$ cat src/rtl/seq_pkg.sv
// Shared definitions for the 1001 pattern generator, its detector and benches.
package seq_pkg;

    typedef enum logic {
        IDLE  = 1'b0,
        SHIFT = 1'b1
    } state_t;

    localparam logic [3:0] PATTERN     = 4'b1001;
    localparam int         PATTERN_LEN = 4;

    // True when the last PATTERN_LEN-1 bits followed by nxt form PATTERN.
    function automatic logic pattern_hit(input logic [PATTERN_LEN-2:0] hist,
                                         input logic                   nxt);
        return ({hist, nxt} == PATTERN);
    endfunction

endpackage

$ cat src/rtl/seq_1001_gen_sat_counter.sv
// Saturating event counter with synchronous clear; clear beats a coincident increment.
module sat_counter #(
    parameter int CNT_W = 16
) (
    input  logic             clk,
    input  logic             rst,
    input  logic             inc,
    input  logic             clr,
    output logic [CNT_W-1:0] count
);

    logic [CNT_W-1:0] r_count;

    always_ff @(posedge clk or posedge rst) begin
        if (rst) begin
            r_count <= '0;
        end else if (clr) begin
            r_count <= '0;
        end else if (inc && (r_count != '1)) begin
            r_count <= r_count + CNT_W'(1);
        end
    end

    assign count = r_count;

endmodule

$ cat src/rtl/seq_1001_gen.sv
// Serializes handshaked words MSB-first onto a registered bit stream and flags
// every cycle in which that stream completes a 1001 pattern.
module seq_1001_gen
    import seq_pkg::*;
#(
    parameter int WIDTH = 8,
    parameter int CNT_W = 16
) (
    input  logic             clk,
    input  logic             rst,
    input  logic             load_valid,
    output logic             load_ready,
    input  logic [WIDTH-1:0] load_data,
    output logic             out,
    output logic             out_valid,
    output logic             exp_det,
    output logic [CNT_W-1:0] det_count,
    input  logic             clr_count
);

    localparam int CW = (WIDTH > 1) ? $clog2(WIDTH) : 1;

    state_t              r_state;
    state_t              w_state_nxt;
    logic [WIDTH-1:0]    r_shreg;
    logic [WIDTH-1:0]    w_shreg_nxt;
    logic [CW-1:0]       r_bit_cnt;
    logic [CW-1:0]       w_bit_cnt_nxt;
    logic                r_out;
    logic                w_out_nxt;
    logic                r_out_valid;
    logic                w_out_valid_nxt;
    logic [PATTERN_LEN-2:0] r_hist;
    logic                r_exp_det;
    logic                w_accept;
    logic                w_ready;

    // Ready on the last-bit cycle as well, so words can stream without a gap.
    assign w_ready  = (r_state == IDLE) || (r_bit_cnt == '0);
    assign w_accept = load_valid && w_ready;

    always_ff @(posedge clk or posedge rst) begin
        if (rst) begin
            r_state     <= IDLE;
            r_shreg     <= '0;
            r_bit_cnt   <= '0;
            r_out       <= 1'b0;
            r_out_valid <= 1'b0;
        end else begin
            r_state     <= w_state_nxt;
            r_shreg     <= w_shreg_nxt;
            r_bit_cnt   <= w_bit_cnt_nxt;
            r_out       <= w_out_nxt;
            r_out_valid <= w_out_valid_nxt;
        end
    end

    always_comb begin
        w_state_nxt     = r_state;
        w_shreg_nxt     = r_shreg;
        w_bit_cnt_nxt   = r_bit_cnt;
        w_out_nxt       = 1'b0;
        w_out_valid_nxt = 1'b0;
        if (w_accept) begin
            w_state_nxt     = SHIFT;
            w_out_nxt       = load_data[WIDTH-1];
            w_out_valid_nxt = 1'b1;
            w_shreg_nxt     = {load_data[WIDTH-2:0], 1'b0};
            w_bit_cnt_nxt   = CW'(WIDTH - 1);
        end else if ((r_state == SHIFT) && (r_bit_cnt != '0)) begin
            w_out_nxt       = r_shreg[WIDTH-1];
            w_out_valid_nxt = 1'b1;
            w_shreg_nxt     = {r_shreg[WIDTH-2:0], 1'b0};
            w_bit_cnt_nxt   = r_bit_cnt - CW'(1);
        end else begin
            w_state_nxt   = IDLE;
            w_bit_cnt_nxt = '0;
        end
    end

    // Tracks the value about to appear on out, idle zeros included, so the
    // pulse lines up with the cycle that shows the completing 1.
    always_ff @(posedge clk or posedge rst) begin
        if (rst) begin
            r_hist    <= '0;
            r_exp_det <= 1'b0;
        end else begin
            r_exp_det <= pattern_hit(r_hist, w_out_nxt);
            r_hist    <= {r_hist[PATTERN_LEN-3:0], w_out_nxt};
        end
    end

    sat_counter #(
        .CNT_W (CNT_W)
    ) u_det_cnt (
        .clk   (clk),
        .rst   (rst),
        .inc   (r_exp_det),
        .clr   (clr_count),
        .count (det_count)
    );

    assign load_ready = w_ready;
    assign out        = r_out;
    assign out_valid  = r_out_valid;
    assign exp_det    = r_exp_det;

endmodule

$ cat config.mk
export PLATFORM = sky130hd
export DESIGN_NAME = seq_1001_gen
export DESIGN_NICKNAME = d
export VERILOG_FILES = /design/src/rtl/seq_pkg.sv /design/src/rtl/seq_1001_gen_sat_counter.sv /design/src/rtl/seq_1001_gen.sv
export SDC_FILE = /design/constraint.sdc
export NUM_CORES = 1
export LEC_CHECK = 0
export ABC_CLOCK_PERIOD_IN_PS = 3230
export CAP_MARGIN = 20
export CORE_MARGIN = 1
export CORE_UTILIZATION = 57
export CTS_BUF_LIST = sky130_fd_sc_hd__clkbuf_8
export CTS_CLUSTER_DIAMETER = 200
export DETAILED_ROUTE_END_ITERATION = 7
export PLACE_DENSITY = 0.89
export SYNTH_ARGS = -nofsm -noshare
export SYNTH_HDL_FRONTEND = slang
export SYNTH_HIERARCHICAL = 1
export SYNTH_SLANG_ARGS = --single-unit
$ cat constraint.sdc
create_clock -name clk -period 3.23 [get_ports clk]
set_input_delay 0.4845 -clock clk [delete_from_list [all_inputs] [get_ports clk]]
set_output_delay 0.4845 -clock clk [all_outputs]
set_load 0.02 [all_outputs]
# Word level (Yosys, flattened, before mapping)
# Cells that the tools add are included.
[totals] word_cells=34 out_inout_bits=20 input_bits=12 regBits=34
[classes] n_eq_ne=3 reduce_logical=8 add_sub_neg=2 muxes=12 n_bitwise=1
[ops] operator="2-to-1 mux 16 bit" n=2
[ops] operator="adder 16 x 1 -> 16 bit, second input constant" n=1
[ops] operator="2-to-1 mux 8 bit" n=2
[ops] operator="inequality test 16 bit, second input constant" n=1
[ops] operator="2-to-1 mux 1 bit" n=6
[ops] operator="2-to-1 mux 3 bit" n=2
[ops] operator="== test 4 bit, second input constant" n=1
[ops] operator="nonzero test 2 bit" n=2
[ops] operator="logical AND 1 bit" n=3
[ops] operator="zero test 3 bit" n=1
[ops] operator="nonzero test 3 bit" n=1
[ops] operator="subtractor 3 x 1 -> 3 bit, second input constant" n=1
[ops] operator="inequality test 2 bit, second input constant" n=1
[ops] operator="logical OR 1 bit" n=1
[ops] operator="NOT 1 bit" n=1

# Longest topological paths before layout
[logic_depth] word_depth=5 ltp_mapped=6 mapped_depth_nobuf=6

# By module
# Netlist, hierarchy kept.
[by_module_without_submodules] mod="sat_counter" area_each_um2=932.1 instances=1 cells_per_inst=101 seq_area_each_um2=400.4
[by_module_without_submodules] mod="seq_1001_gen" area_each_um2=721.9 instances=1 cells_per_inst=52 seq_area_each_um2=400.4

# Worst setup path after synthesis
# Ideal clock, no wire load.
[synth_timing] kind="register to register" startpoint="reg u_det_cnt.r_count[0], in the netlist u_det_cnt/count[0]" endpoint="reg u_det_cnt.r_count[0], in the netlist u_det_cnt/count[0]" period_less_slack_ps=1907 path_slack_ps=1323 n_path_buf=1 t_required_ps=3105 t_arrival_ps=1783 path_stages_with_launch=7 setup_ps=125 path_cell_list="dfrtp_1 ha_1 clkbuf_1 nand3_1 nor4_1 nor2b_1 mux2_2"
[synth_via] elab_chain_len=3 elab_cells_between_ends=6 classes_between="add/sub (1); eq/ne (1); mux (2); reduce/logical (2)"
[synth_lines] element="start, declared" line_no="seq_1001_gen_sat_counter.sv:12" rtl="logic [CNT_W-1:0] r_count;"
[synth_lines] element="start signal, assigned" line_no="seq_1001_gen_sat_counter.sv:20" rtl="r_count <= r_count + CNT_W'(1);"
[synth_lines] element="adder 16 x 1 -> 16 bit or inequality test 16 bit (tied branches)" line_no="seq_1001_gen_sat_counter.sv:20, seq_1001_gen_sat_counter.sv:19"
[synth_lines] element="2-to-1 mux 16 bit or logical AND 1 bit (tied branches)" line_no="seq_1001_gen_sat_counter.sv:19" rtl="end else if (inc && (r_count != '1)) begin"
[synth_lines] element="2-to-1 mux 16 bit or nonzero test 2 bit (tied branches)"
# Several ways; a longest one is shown, not always the timed one. The select of a mux whose other input is x is not followed.
# A chain may end at the register's enable or synchronous reset.

# Final worst setup path
[layout_timing] startpoint="reg r_bit_cnt[0]" endpoint="out load_ready"
[layout_via] elab_chain_len=2
[layout_lines] element="start, declared" line_no="seq_1001_gen.sv:27" rtl="logic [CW-1:0] r_bit_cnt;"
[layout_lines] element="start signal, assigned" line_no="seq_1001_gen.sv:52" rtl="r_bit_cnt <= w_bit_cnt_nxt;"
[layout_lines] element="zero test 3 bit" line_no="seq_1001_gen.sv:39" rtl="assign w_ready = (r_state == IDLE) || (r_bit_cnt == '0);"
[layout_lines] element="logical OR 1 bit" line_no="seq_1001_gen.sv:39"
[layout_lines] element="end, declared" line_no="seq_1001_gen.sv:12" rtl="output logic load_ready,"
# No other way between the ends.

==> results_dict.tcl <==
set metrics [dict create \
    status "complete, no violations" \
    seq_area_um2 801 \
    worstHoldPathType "flop to flop" \
    layout_commonest_cell "dfrtp_1" \
    fp.dieArea_mm2 0.00312 \
    clk_pin_slew_ps 60 \
    drive_gt1_frac 0.156 \
    peakVddDrop_mv 0.624 \
    total_power_uw 1220 \
    synth.largest_area_cell "dfrtp_1" \
    critPathTopFamily "buffers and inverters" \
    regToRegStartpoint "u_det_cnt/count[0]" \
    hold_buffers 0 \
    die_x_um 55.9 \
    yosysUniqueCellTypes 38 \
    design_area_mm2 0.00206 \
    worstPathArrival_ps 1960 \
    antenna_cells 0 \
    synthCells 153 \
    synthTopCellsByArea "dfrtp_1 48%, mux2_2 5.4%, mux2_4 5.4%, a21oi_1 5.1%, or4_1 2.7%" \
    drv_cap 0 \
    first_iter_violations 79 \
    max_slew_margin 0.510 \
    finalNetCount 201 \
    netlist.area_leader.share 0.484 \
    post-route-util 0.748 \
    cp_max_fo 7 \
    first_global_vias 1268 \
    fin_setup_tns_ps 0 \
    cpPeakStageDelay_ps 610 \
    clock_path_buffers 2 \
    synth_area_mm2 0.00165 \
    layout.cells.most_common_list "32 x dfrtp_1, 31 x clkdlybuf4s50_1, 17 x a21oi_1" \
    syn-num-nets 168 \
    postCtsSetupBuffers 0 \
    whs_ps 400 \
    area_growth_pct 24.7 \
    dp_hpwl_um 2430 \
    leakagePower_uw 0.000854 \
    min_to "r_hist[2]" \
    vias_per_cell 6.01 \
    clk_latency_ps 280 \
    clock-sinks 32 \
    cts_root_buf "clkbuf_8" \
    clock_tree.htree_level_count 2 \
    hp-start "r_hist[1]" \
    cts_tree "done" \
    powerDensity_mw_per_mm2 592 \
    drv_slew 0 \
    crit_chain "inv_1, ha_1, nand2b_4, and2_4, inv_6, clkdlybuf4s50_1" \
    track_usage 0.250 \
    crit_buf_inv 3 \
    grt-ovfl-total 0 \
    drc 0 \
    fillers 204 \
    worst_clock_skew_ps 1.39 \
    core_area_mm2 0.00276 \
    grt_pass1_wl_um 5800 \
    initial_core_util 0.600 \
    drt_wl_total_um 3550 \
    min_period_over_period 0.758 \
    placed_area_mm2 0.00197 \
    route.detailed.wl_per_inst_um 16.4 \
    ant_nets 0 \
    syn_avg_cell_area_um2 10.8 \
    fmaxAchievable_ghz 0.409 \
    worst_path_max_delay_cell "clkdlybuf4s50_1" \
    finalSetupViolCount 0 \
    min_path_cells 0 \
    io_buffers 31 \
    num_io_pins 32 \
    rr_worst_depth 5 \
    critPathLaunchType "flop" \
    grt_max_degree 20 \
    period_needed_ps 2450 \
    rows 19 \
    ys_warn_count 6 \
    cp-end-kind "output port" \
    globalplace.congestion 0.828 \
    multi_input_area_um2 778 \
    worstMarginPinSlew_ps 728 \
    die_h_um 55.9 \
    hold_viol_final 0 \
    vias 1305 \
    firstDrtPassIters 4 \
    r2r-end "u_det_cnt/count[0]" \
    cts_resized 0 \
    r2r_slack_ps 1150 \
    numCtsBuffers 5 \
    rsz0062_at_grt "no" \
    ys_seq_elements 32 \
    antenna_found_initial 0 \
    crit_required_ps 2750 \
    path_class "flop to output port" \
    ys_seq_area_frac 0.484 \
]
## kinds of logic (layout without fill, tap and decap cells)
| family | after synthesis | count (layout) | synth area share |
|---|---|---|---|
| buffers and inverters | 14 | 47 | 0.0454 |
| DFF | 32 | 32 | 0.484 |
| and+or+nand+nor | 56 | 56 | 0.212 |
| muxes | 16 | 16 | 0.121 |
| xor gates and xnor gates | 1 | 1 | 0.00530 |
| AOI/OAI and AO/OA | 31 | 31 | 0.110 |
| adders and majority gates | 3 | 3 | 0.0227 |
## metrics by stage
step	instances	setup slack, ps
floorplan	153	1320
global placement	210	1180
detailed placement	210	1100
CTS	217	764
global route	217	726
finish	217	782
## synthesized netlist by cell type
cell           number
a21oi_1            17
a31oi_1             1
and2_4              1
and3_1              1
and4_1              1
buf_4               1
buf_6               1
clkbuf_1            1
clkbuf_2            1
dfrtp_1            32
dlygate4sd1_1       1
ha_1                3
inv_1               8
inv_6               1
mux2_2              8
mux2_4              6
mux2i_1             2
nand2_1             7
nand2b_1            2
nand2b_4            1
nand3_1             7
nand4_1             4
nand4_4             1
nor2_1              5
nor2b_1             3
nor3_1              4
nor4_1              3
o211a_1             1
o21ai_0             5
o31ai_1             5
o41ai_1             2
or2_2               1
or3_1               6
or3_2               1
or4_1               6
or4_2               1
or4_4               1
xnor2_1             1
## worst max path at each step
stage / from / to / slack (ps) / depth (start not counted)
CTS: r_bit_cnt[0] / load_ready / 760 / 6
global placement: r_bit_cnt[0] / load_ready / 1180 / 6
finish: r_bit_cnt[0] / load_ready / 780 / 6
global route: r_bit_cnt[0] / load_ready / 730 / 6
detailed placement: r_bit_cnt[0] / load_ready / 1100 / 6
floorplan: u_det_cnt/count[0] / u_det_cnt/count[0] / 1320 / 6
## worst reg2reg max path: cells and delay by family (launching register included)
kind,cells,cell delay [ps]
flops,1,420
mux,1,310
simple gates,3,880
fa+ha+maj,1,360
## registers in the layout, indices dropped and copies added (netlist names)
name / flops
exp_det: 1
out_valid: 1
r_bit_cnt: 3
r_hist: 3
r_shreg: 7
r_state: 1
u_det_cnt/count: 16
## where the power goes
group          internal (µW)  total [µW]  switching, µW
Combinational            199         361            162
Sequential               482         533           50.8
Clock                    189         327            138
## cell type report
| type | count | share of cell area |
|---|---|---|
| tap | 31 | 0.0188 |
| multi-input combinational | 107 | 0.377 |
| clock buffer | 7 | 0.0467 |
| timing repair buffer | 31 | 0.150 |
| inverter | 9 | 0.0188 |
| sequential | 32 | 0.388 |
## metal layers
metal / share of wire / vias up / global-route usage
met4: 0.017 / 0 / 0.111
met1: 0.43 / 613 / 0.313
met5: 0 / - / 0
met3: 0.066 / 8 / 0.0698
met2: 0.49 / 54 / 0.404
li1: - / 630 / -
No activity file was read; power rests on OpenSTA's default activity.
